$ cat config.mk
export PLATFORM = sky130hd
export DESIGN_NAME = neuron_mac
export DESIGN_NICKNAME = d
export VERILOG_FILES = /design/src/rtl/neuron_mac.sv
export SDC_FILE = /design/constraint.sdc
export NUM_CORES = 1
export LEC_CHECK = 0
export ABC_CLOCK_PERIOD_IN_PS = 3450
export CAP_MARGIN = 20
export CORE_ASPECT_RATIO = 0.6
export CORE_MARGIN = 3
export CORE_UTILIZATION = 30
export CTS_CLUSTER_DIAMETER = 200
export DETAILED_ROUTE_END_ITERATION = 7
export HOLD_SLACK_MARGIN = 0.15
export PLACE_DENSITY_LB_ADDON = 0.05
export SYNTH_ARGS = -nofsm -noshare
export SYNTH_HDL_FRONTEND = slang
export SYNTH_SLANG_ARGS = --single-unit
$ cat constraint.sdc
create_clock -name clk -period 3.45 [get_ports clk]
set_input_delay 0.5175 -clock clk [delete_from_list [all_inputs] [get_ports clk]]
set_output_delay 0.5175 -clock clk [all_outputs]
set_load 0.01 [all_outputs]
$ cat src/rtl/neuron_mac.sv
// rtl/neuron_mac.sv - serial multiply-accumulate neuron stage with bias, rounding and Q1.6 saturation
module neuron_mac #(
  parameter int N_INPUTS = 4,
  parameter int ACC_W    = 20,
  parameter int CNT_W    = 5
) (
  input  logic       clk,
  input  logic       rst,
  input  logic [7:0] bias,
  input  logic       in_valid,
  output logic       in_ready,
  input  logic [7:0] x_in,
  input  logic [7:0] w_in,
  output logic       out_valid,
  input  logic       out_ready,
  output logic [7:0] y_out,
  output logic       sat_flag,
  output logic       busy
);

  localparam logic [1:0] S_IDLE  = 2'd0;
  localparam logic [1:0] S_ACCUM = 2'd1;
  localparam logic [1:0] S_ROUND = 2'd2;
  localparam logic [1:0] S_OUT   = 2'd3;

  localparam logic signed [ACC_W-1:0] R_MAX = ACC_W'(127);
  localparam logic signed [ACC_W-1:0] R_MIN = -ACC_W'(128);

  logic [1:0]              state;
  logic signed [ACC_W-1:0] acc;
  logic [CNT_W-1:0]        count;

  logic signed [7:0]       x_s;
  logic signed [7:0]       w_s;
  logic signed [15:0]      prod;
  logic signed [ACC_W-1:0] prod_ext;
  logic signed [ACC_W-1:0] bias_ext;
  logic signed [ACC_W-1:0] acc_rnd;
  logic signed [ACC_W-1:0] r;
  logic                    accept;
  logic                    last_beat;

  assign x_s      = x_in;
  assign w_s      = w_in;
  assign prod     = x_s * w_s;
  assign prod_ext = {{(ACC_W-16){prod[15]}}, prod};
  // Q1.6 bias aligned to the Q2.12 product scale
  assign bias_ext = {{(ACC_W-14){bias[7]}}, bias, 6'b000000};

  assign acc_rnd  = acc + ACC_W'(32);
  assign r        = acc_rnd >>> 6;

  assign in_ready  = (state == S_IDLE) || (state == S_ACCUM);
  assign busy      = (state != S_IDLE);
  assign accept    = in_valid && in_ready;
  assign last_beat = (count == CNT_W'(N_INPUTS - 1));

  always_ff @(posedge clk or posedge rst) begin
    if (rst) begin
      state     <= S_IDLE;
      acc       <= '0;
      count     <= '0;
      y_out     <= 8'h00;
      sat_flag  <= 1'b0;
      out_valid <= 1'b0;
    end else begin
      case (state)
        S_IDLE: begin
          if (accept) begin
            acc   <= bias_ext + prod_ext;
            count <= CNT_W'(1);
            state <= (N_INPUTS == 1) ? S_ROUND : S_ACCUM;
          end
        end
        S_ACCUM: begin
          if (accept) begin
            acc   <= acc + prod_ext;
            count <= count + CNT_W'(1);
            if (last_beat) state <= S_ROUND;
          end
        end
        S_ROUND: begin
          if (r > R_MAX) begin
            y_out    <= 8'h7F;
            sat_flag <= 1'b1;
          end else if (r < R_MIN) begin
            y_out    <= 8'h80;
            sat_flag <= 1'b1;
          end else begin
            y_out    <= r[7:0];
            sat_flag <= 1'b0;
          end
          out_valid <= 1'b1;
          state     <= S_OUT;
        end
        default: begin
          // result stays registered and stable until the consumer takes it
          if (out_ready) begin
            out_valid <= 1'b0;
            acc       <= '0;
            count     <= '0;
            state     <= S_IDLE;
          end
        end
      endcase
    end
  end

endmodule

==> summary.txt, run 1 <==
Placed design
  – DP Wirelength: 13240 µm
  – Buffers on Ports: 39
  – Routability cong.: 0.8272
  – Placement Setup Slack: -3.299 ns

Global routing
  – Grt ovf: 0
  – Vias in the first global route: 5510
  – Initial antenna violation count: 0
  – Gr usage total: 16.93%
  – Largest net degree at the start of global routing: 38
  – First-pass GRT wire length: 28480 µm

Synthesis
  – Flops & latches, synth: 37
  – Post-Syn Nets: 811
  – Dominant synthesized flop cell: dfrtp_1
  – Synth area leader: fa_1
  – Synth top area share: 19.96%
  – YS warnings: 0
  – Avg Inst Size Synth: 8.649 µm²
  – Sequential fraction of the synthesis area: 16.20%
  – Main area contributors after synthesis: fa_1 (20%), dfrtp_1 (16%), ha_1 (14%), inv_1 (7.0%), and2_1 (5.0%)
  – Synthesized instance count: 661
  – Post-synth cell types: 60
  – EDFF count, synth: 0
  – Synth top cells by count: inv_1 (107), ha_1 (65), fa_1 (57)
  – Cell with the most instances after synthesis: inv_1
  – Ys async rst share: 100.0%
  – Synth Cell Area: 0.005717 mm²

Timing
  – Clock skew: 0.008072 ns
  – Tightest Pin Transition: 0.6539 ns
  – # setup viols final: 15
  – Post-route setup TNS: -25.58 ns
  – Hold Slack: 0.4736 ns
  – Ratio of final minimum period to clock period: 171.9%
  – Tmin final: 5.931 ns
  – Slew HR: 56.40%
  – Final hold violation count: 0
  – Max-slew violation count: 0
  – RSZ-0062 raised after global routing: yes
  – Peak Freq: 168.6 MHz
  – Setup WS post-layout: -2.481 ns

Final layout
  – Layout Nets: 990
  – Layout cell share with drive strength beyond 1: 37.34%
  – Area grow syn2layout: 49.49%
  – Ant diodes: 0

Route
  – WL final: 16510 µm
  – DR DRC count: 0
  – Avg WL per Cell: 15.28 µm
  – Vias: 5107
  – Antenna-violating nets left: 0
  – DRC marker count from the first detailed-route iteration: 212
  – TritonRoute pass-1 iters: 4
  – Vias per inst: 4.724

Clock tree
  – H-tree levels: 2
  – Worst skew pair latency: 0.29 ns
  – CTS Buffer Depth: 2
  – Root Driver: clkbuf_16
  – Clock Sink Count: 37
  – Clock transition at path regs: 0.06 ns
  – CTS tree: done
  – Hold-fix buffers at CTS: 0
  – Total CTS buffers: 5

Floorplan
  – Initial Utilization: 31.15%
  – Total Die Area: 0.02080 mm²
  – Site row count: 38
  – Chip height: 112.9 µm
  – IO Count: 40
  – Core Footprint: 0.01835 mm²
  – Die width: 184.2 µm

Hold path
  – Worst Min Path Start: y_out[6]
  – Min-Delay Path Class: flop to flop

Critical path
  – Buf/Inv on CP: 6
  – Crit-path leading delay family: adder cells
  – R2R Path Start: acc[4]
  – CP endpoint kind: flop
  – Setup CP Type: input pin to flop
  – CP arrival: 6.14 ns
  – Crit path launch type: input pin
  – CP max FO: 5
  – Worst path max stage delay: 0.54 ns
  – Crit. Startpoint: x_in[5]
  – CP dominant cell by count: fa_1
  – WP data required: 3.66 ns
  – Slowest cell on crit path: fa_1

Outcome
  – Status: finished, violations left
  – Failing checks: negative setup slack

Run
  – Total of max-cap violations: 0
[path summary, 6_finish.rpt]
kind                             to  slack, ns  cells past startpoint
max in group asynchronous   acc[12]       2.45                      3
min in group asynchronous    acc[4]       0.64                      3
setup / recovery            acc[19]      -2.48                     26
hold / removal             y_out[6]       0.47                      1
hold reg to reg            y_out[6]       0.47                      1
setup reg to reg            acc[19]       0.79                     10
[state kept, by name, indices dropped and copies added, names as in the netlist]
signal	count
state	2
y_out	8
sat_flag	1
count	5
acc	20
out_valid	1
[per-layer routing]
| layer | track usage, % | part of all wire [%] | vias to the layer above |
|---|---|---|---|
| met4 | 2.416 | 0.71 | 0 |
| met1 | 27.12 | 55 | 2475 |
| met5 | 0 | 0 | - |
| met3 | 2.409 | 3.9 | 8 |
| met2 | 24.41 | 41 | 65 |
| li1 | - | - | 2559 |
[stage by stage]
step	std cells	cell area [µm²]	utilization, %
2_1_floorplan	661	5921	-
3_3_place_gp	1048	7471	40.71
3_5_place_dp	1048	7471	40.71
4_1_cts	1081	8292	45.18
5_1_grt	1081	8546	46.56
6_report	1081	8546	46.56
[timing repair]
item                       in CTS  in global routing
setup endpoints to repair      17                 16
gates cloned                    0                  0
gates resized for setup       169                 70
pin swaps                      94                 75
buffers inserted               30                  9
[layout make-up]
class / count / area (µm²)
Clock buffer: 5 / 125.1
Clock inverter: 3 / 65.06
Tap cell: 240 / 300.3
Timing Repair Buffer: 185 / 1560
Fill cell: 1814 / 9807
Multi-Input combinational cell: 504 / 5167
Inverter: 107 / 401.6
Sequential cell: 37 / 925.9
[cells in the final DEF (no fill, tap or decap), drive strengths merged, types with 4 or more instances in the layout]
master	instances
nor3	10
o31ai	4
or3	5
clkbuf	5
nand3	12
mux2	4
inv	107
a21o	14
xnor2	30
o21a	13
nor2b	10
nor2	48
fa	57
nand2b	4
ha	65
o21ai	17
buf	161
and2	47
xor2	14
a221oi	10
a21oi	34
a22o	4
nand2	49
o211ai	6
o21bai	4
dfrtp	37
a31oi	6
clkdlybuf4s50	23
[logic make-up after synthesis]
| logic type | count (synthesis) | share of synthesized area, % |
|---|---|---|
| simple gates | 199 | 17.53 |
| compound gates | 135 | 16.68 |
| fa+ha+maj | 122 | 34.19 |
| buf+inv | 120 | 7.879 |
| xor+xnor | 44 | 6.741 |
| flops | 37 | 16.20 |
| mux | 4 | 0.7879 |
Power of run 1 is not shown: default switching activity piles up to over one toggle a cycle in this logic, so the estimate is an artifact.
==> run 2, diff against run 1 <==
--- a/config.mk
+++ b/config.mk
@@ -14,6 +14,7 @@
 export DETAILED_ROUTE_END_ITERATION = 7
 export HOLD_SLACK_MARGIN = 0.15
 export PLACE_DENSITY_LB_ADDON = 0.05
+export SETUP_SLACK_MARGIN = 0.2
 export SYNTH_ARGS = -nofsm -noshare
 export SYNTH_HDL_FRONTEND = slang
 export SYNTH_SLANG_ARGS = --single-unit
==> run 2 against run 1 <==
Net effect:
- the flow still finishes with violations (negative setup slack)
- clock skew is 0.0035 ns lower
- setup slack got worse by 0.031 ns
- die area is the same
- sequential cell count is the same
- count of clock-buffer cells in the layout rose by 1
- sequential share of layout area up 0.11 points
- critical path depth unchanged
- global-route usage shrank 0.32 points
- non-clock buffer count decreased by 8
- first-iteration DRC count rose by 21%
==> summary.txt, run 2 (same netlist as run 1, synthesis figures left out) <==
Timing
  – Clock skew: 0.004522 ns (-0.003550 ns)
  – Setup WS post-layout: -2.512 ns (-0.03065 ns)
  – Tightest Pin Transition: 0.6515 ns (-0.002400 ns)
  – Tmin final: 5.962 ns (+0.03065 ns)
  – # setup viols final: 15 (unchanged)
  – Slew HR: 56.56% (+0.16 points)
  – Max-slew violation count: 0 (unchanged)
  – Ratio of final minimum period to clock period: 172.8% (+0.89 points)
  – Final hold violation count: 0 (unchanged)
  – RSZ-0062 raised after global routing: yes
  – Peak Freq: 167.7 MHz (-0.51%)
  – Post-route setup TNS: -25.46 ns (+0.1229 ns)

Floorplan
  – Total Die Area: 0.02080 mm² (unchanged)
  – Die width: 184.2 µm (unchanged)
  – Site row count: 38 (unchanged)
  – Chip height: 112.9 µm (unchanged)
  – Core Footprint: 0.01835 mm² (unchanged)
  – Initial Utilization: 31.15% (unchanged)
  – IO Count: 40 (unchanged)

Critical path
  – CP endpoint kind: flop
  – CP arrival: 6.17 ns (+0.03 ns)
  – Buf/Inv on CP: 7 (+1)
  – Slowest cell on crit path: fa_1
  – Reg-to-reg endpoint: acc[19]
  – Crit path launch type: input pin
  – R2r worst-path depth: 11 (+1)
  – WP data required: 3.66 ns (about the same)
  – CP dominant cell by count: fa_1
  – Worst path max stage delay: 0.52 ns (-0.02 ns)
  – Crit. Startpoint: w_in[4]
  – R2R Path Start: acc[5]
  – Stages on worst setup path: 26 (unchanged)
  – CP endpoint: acc[18]
  – Reg2reg setup slack: 0.80 ns (about the same)
  – CP max FO: 4 (-1)
  – Setup CP Type: input pin to flop
  – Crit-path leading delay family: adder cells

Final layout
  – Storage element area: 925.9 µm² (unchanged)
  – Layout Nets: 982 (-0.81%)
  – Area grow syn2layout: 48.00%
  – Top flop regs: acc (20), y_out (8), count (5)
  – Most frequent cells in the layout: buf_4 (120), inv_1 (91), fa_1 (52)
  – Largest register FFs: 20 (unchanged)
  – Most flop-heavy register: acc
  – Final Instance Area: 0.008461 mm² (-1.0%)
  – Most common cell after layout, fill and taps aside: buf_4
  – Layout cell share with drive strength beyond 1: 36.97% (-0.36 points)
  – # fillers: 1797 (-0.94%)
  – Ant diodes: 0 (unchanged)
  – Area of the multi-input gates: 0.005159 mm² (-0.17%)

Placed design
  – Routability cong.: 0.8576 (+3.7%)
  – Placed Area: 0.007508 mm² (+0.50%)
  – Buffers on Ports: 39 (unchanged)
  – DP Wirelength: 13310 µm (+0.54%)

Global routing
  – Vias in the first global route: 5336 (-3.2%)
  – First-pass GRT wire length: 27760 µm (-2.5%)
  – Largest net degree at the start of global routing: 38 (unchanged)
  – Initial antenna violation count: 0 (unchanged)
  – Gr usage total: 16.62% (-0.32 points)
  – Grt ovf: 0 (unchanged)

Route
  – DR DRC count: 0 (unchanged)
  – Vias per inst: 4.752 (+0.59%)
  – TritonRoute pass-1 iters: 4 (unchanged)
  – Antenna-violating nets left: 0 (unchanged)
  – Avg WL per Cell: 15.38 µm (+0.66%)
  – Vias: 5099 (-0.16%)
  – WL final: 16500 µm (about the same)
  – DRC marker count from the first detailed-route iteration: 256 (+21%)

Clock tree
  – Worst skew pair latency: 0.29 ns (about the same)
  – CTS tree: done
  – H-tree levels: 2 (unchanged)
  – Clock transition at path regs: 0.06 ns (about the same)
  – CTS Buffer Depth: 2 (unchanged)
  – Total CTS buffers: 5 (unchanged)
  – Clock Sink Count: 37 (unchanged)
  – Root Driver: clkbuf_16

Hold path
  – Min-Delay Path Class: flop to flop
  – Worst Min Path Start: y_out[5]

Outcome
  – Failing checks: negative setup slack
  – Status: finished, violations left

Run
  – Total of max-cap violations: 0 (unchanged)
## run 2: metrics by stage
stage / hold slack (ns) / util, % / cells / setup WS [ns]
floorplan: 0.4521 / - / 661 / -2.283
global placement: 0.4670 / 40.91 / 1050 / -3.284
detailed placement: 0.4703 / 40.91 / 1050 / -3.289
CTS: 0.4844 / 44.63 / 1071 / -2.601
global route: 0.5018 / 46.10 / 1073 / -2.666
finish: 0.4804 / 46.10 / 1073 / -2.512
## run 2: how the worst min path moves through the flow
stage	cells after the start	slack, ns	endpoint
floorplan	1	0.45	count[4]
CTS	1	0.48	y_out[5]
finish	1	0.48	y_out[5]
detailed placement	1	0.47	y_out[5]
global route	1	0.50	count[4]
global placement	1	0.47	y_out[3]
## run 2: per-layer routing
layer  global-route usage, %  vias up  routed length (µm)
met4                   1.761        0                  60
met1                   27.33     2482                9162
met2                   23.70       63                6785
met5                       0        -                   0
met3                   1.960        4                 491
li1                        -     2550                   -
## run 2: area by class of cell
cell class,count,area share [%]
inverters,107,4.747
repair buffers,177,17.70
clock inverters,2,0.4437
clock buffers,6,1.642
flip-flops and latches,37,10.94
well taps,240,3.549
multi-input cells,504,60.97
## run 2: timing repair
action,4_1_cts,5_1_grt
gates resized for setup,163,64
endpoints found under the setup margin,17,16
buffers inserted,13,2
gates cloned,0,0
hold buffers,0,0
endpoints found under the hold margin,0,0
pin swaps,63,49
Power of run 2 is left out for the same reason.
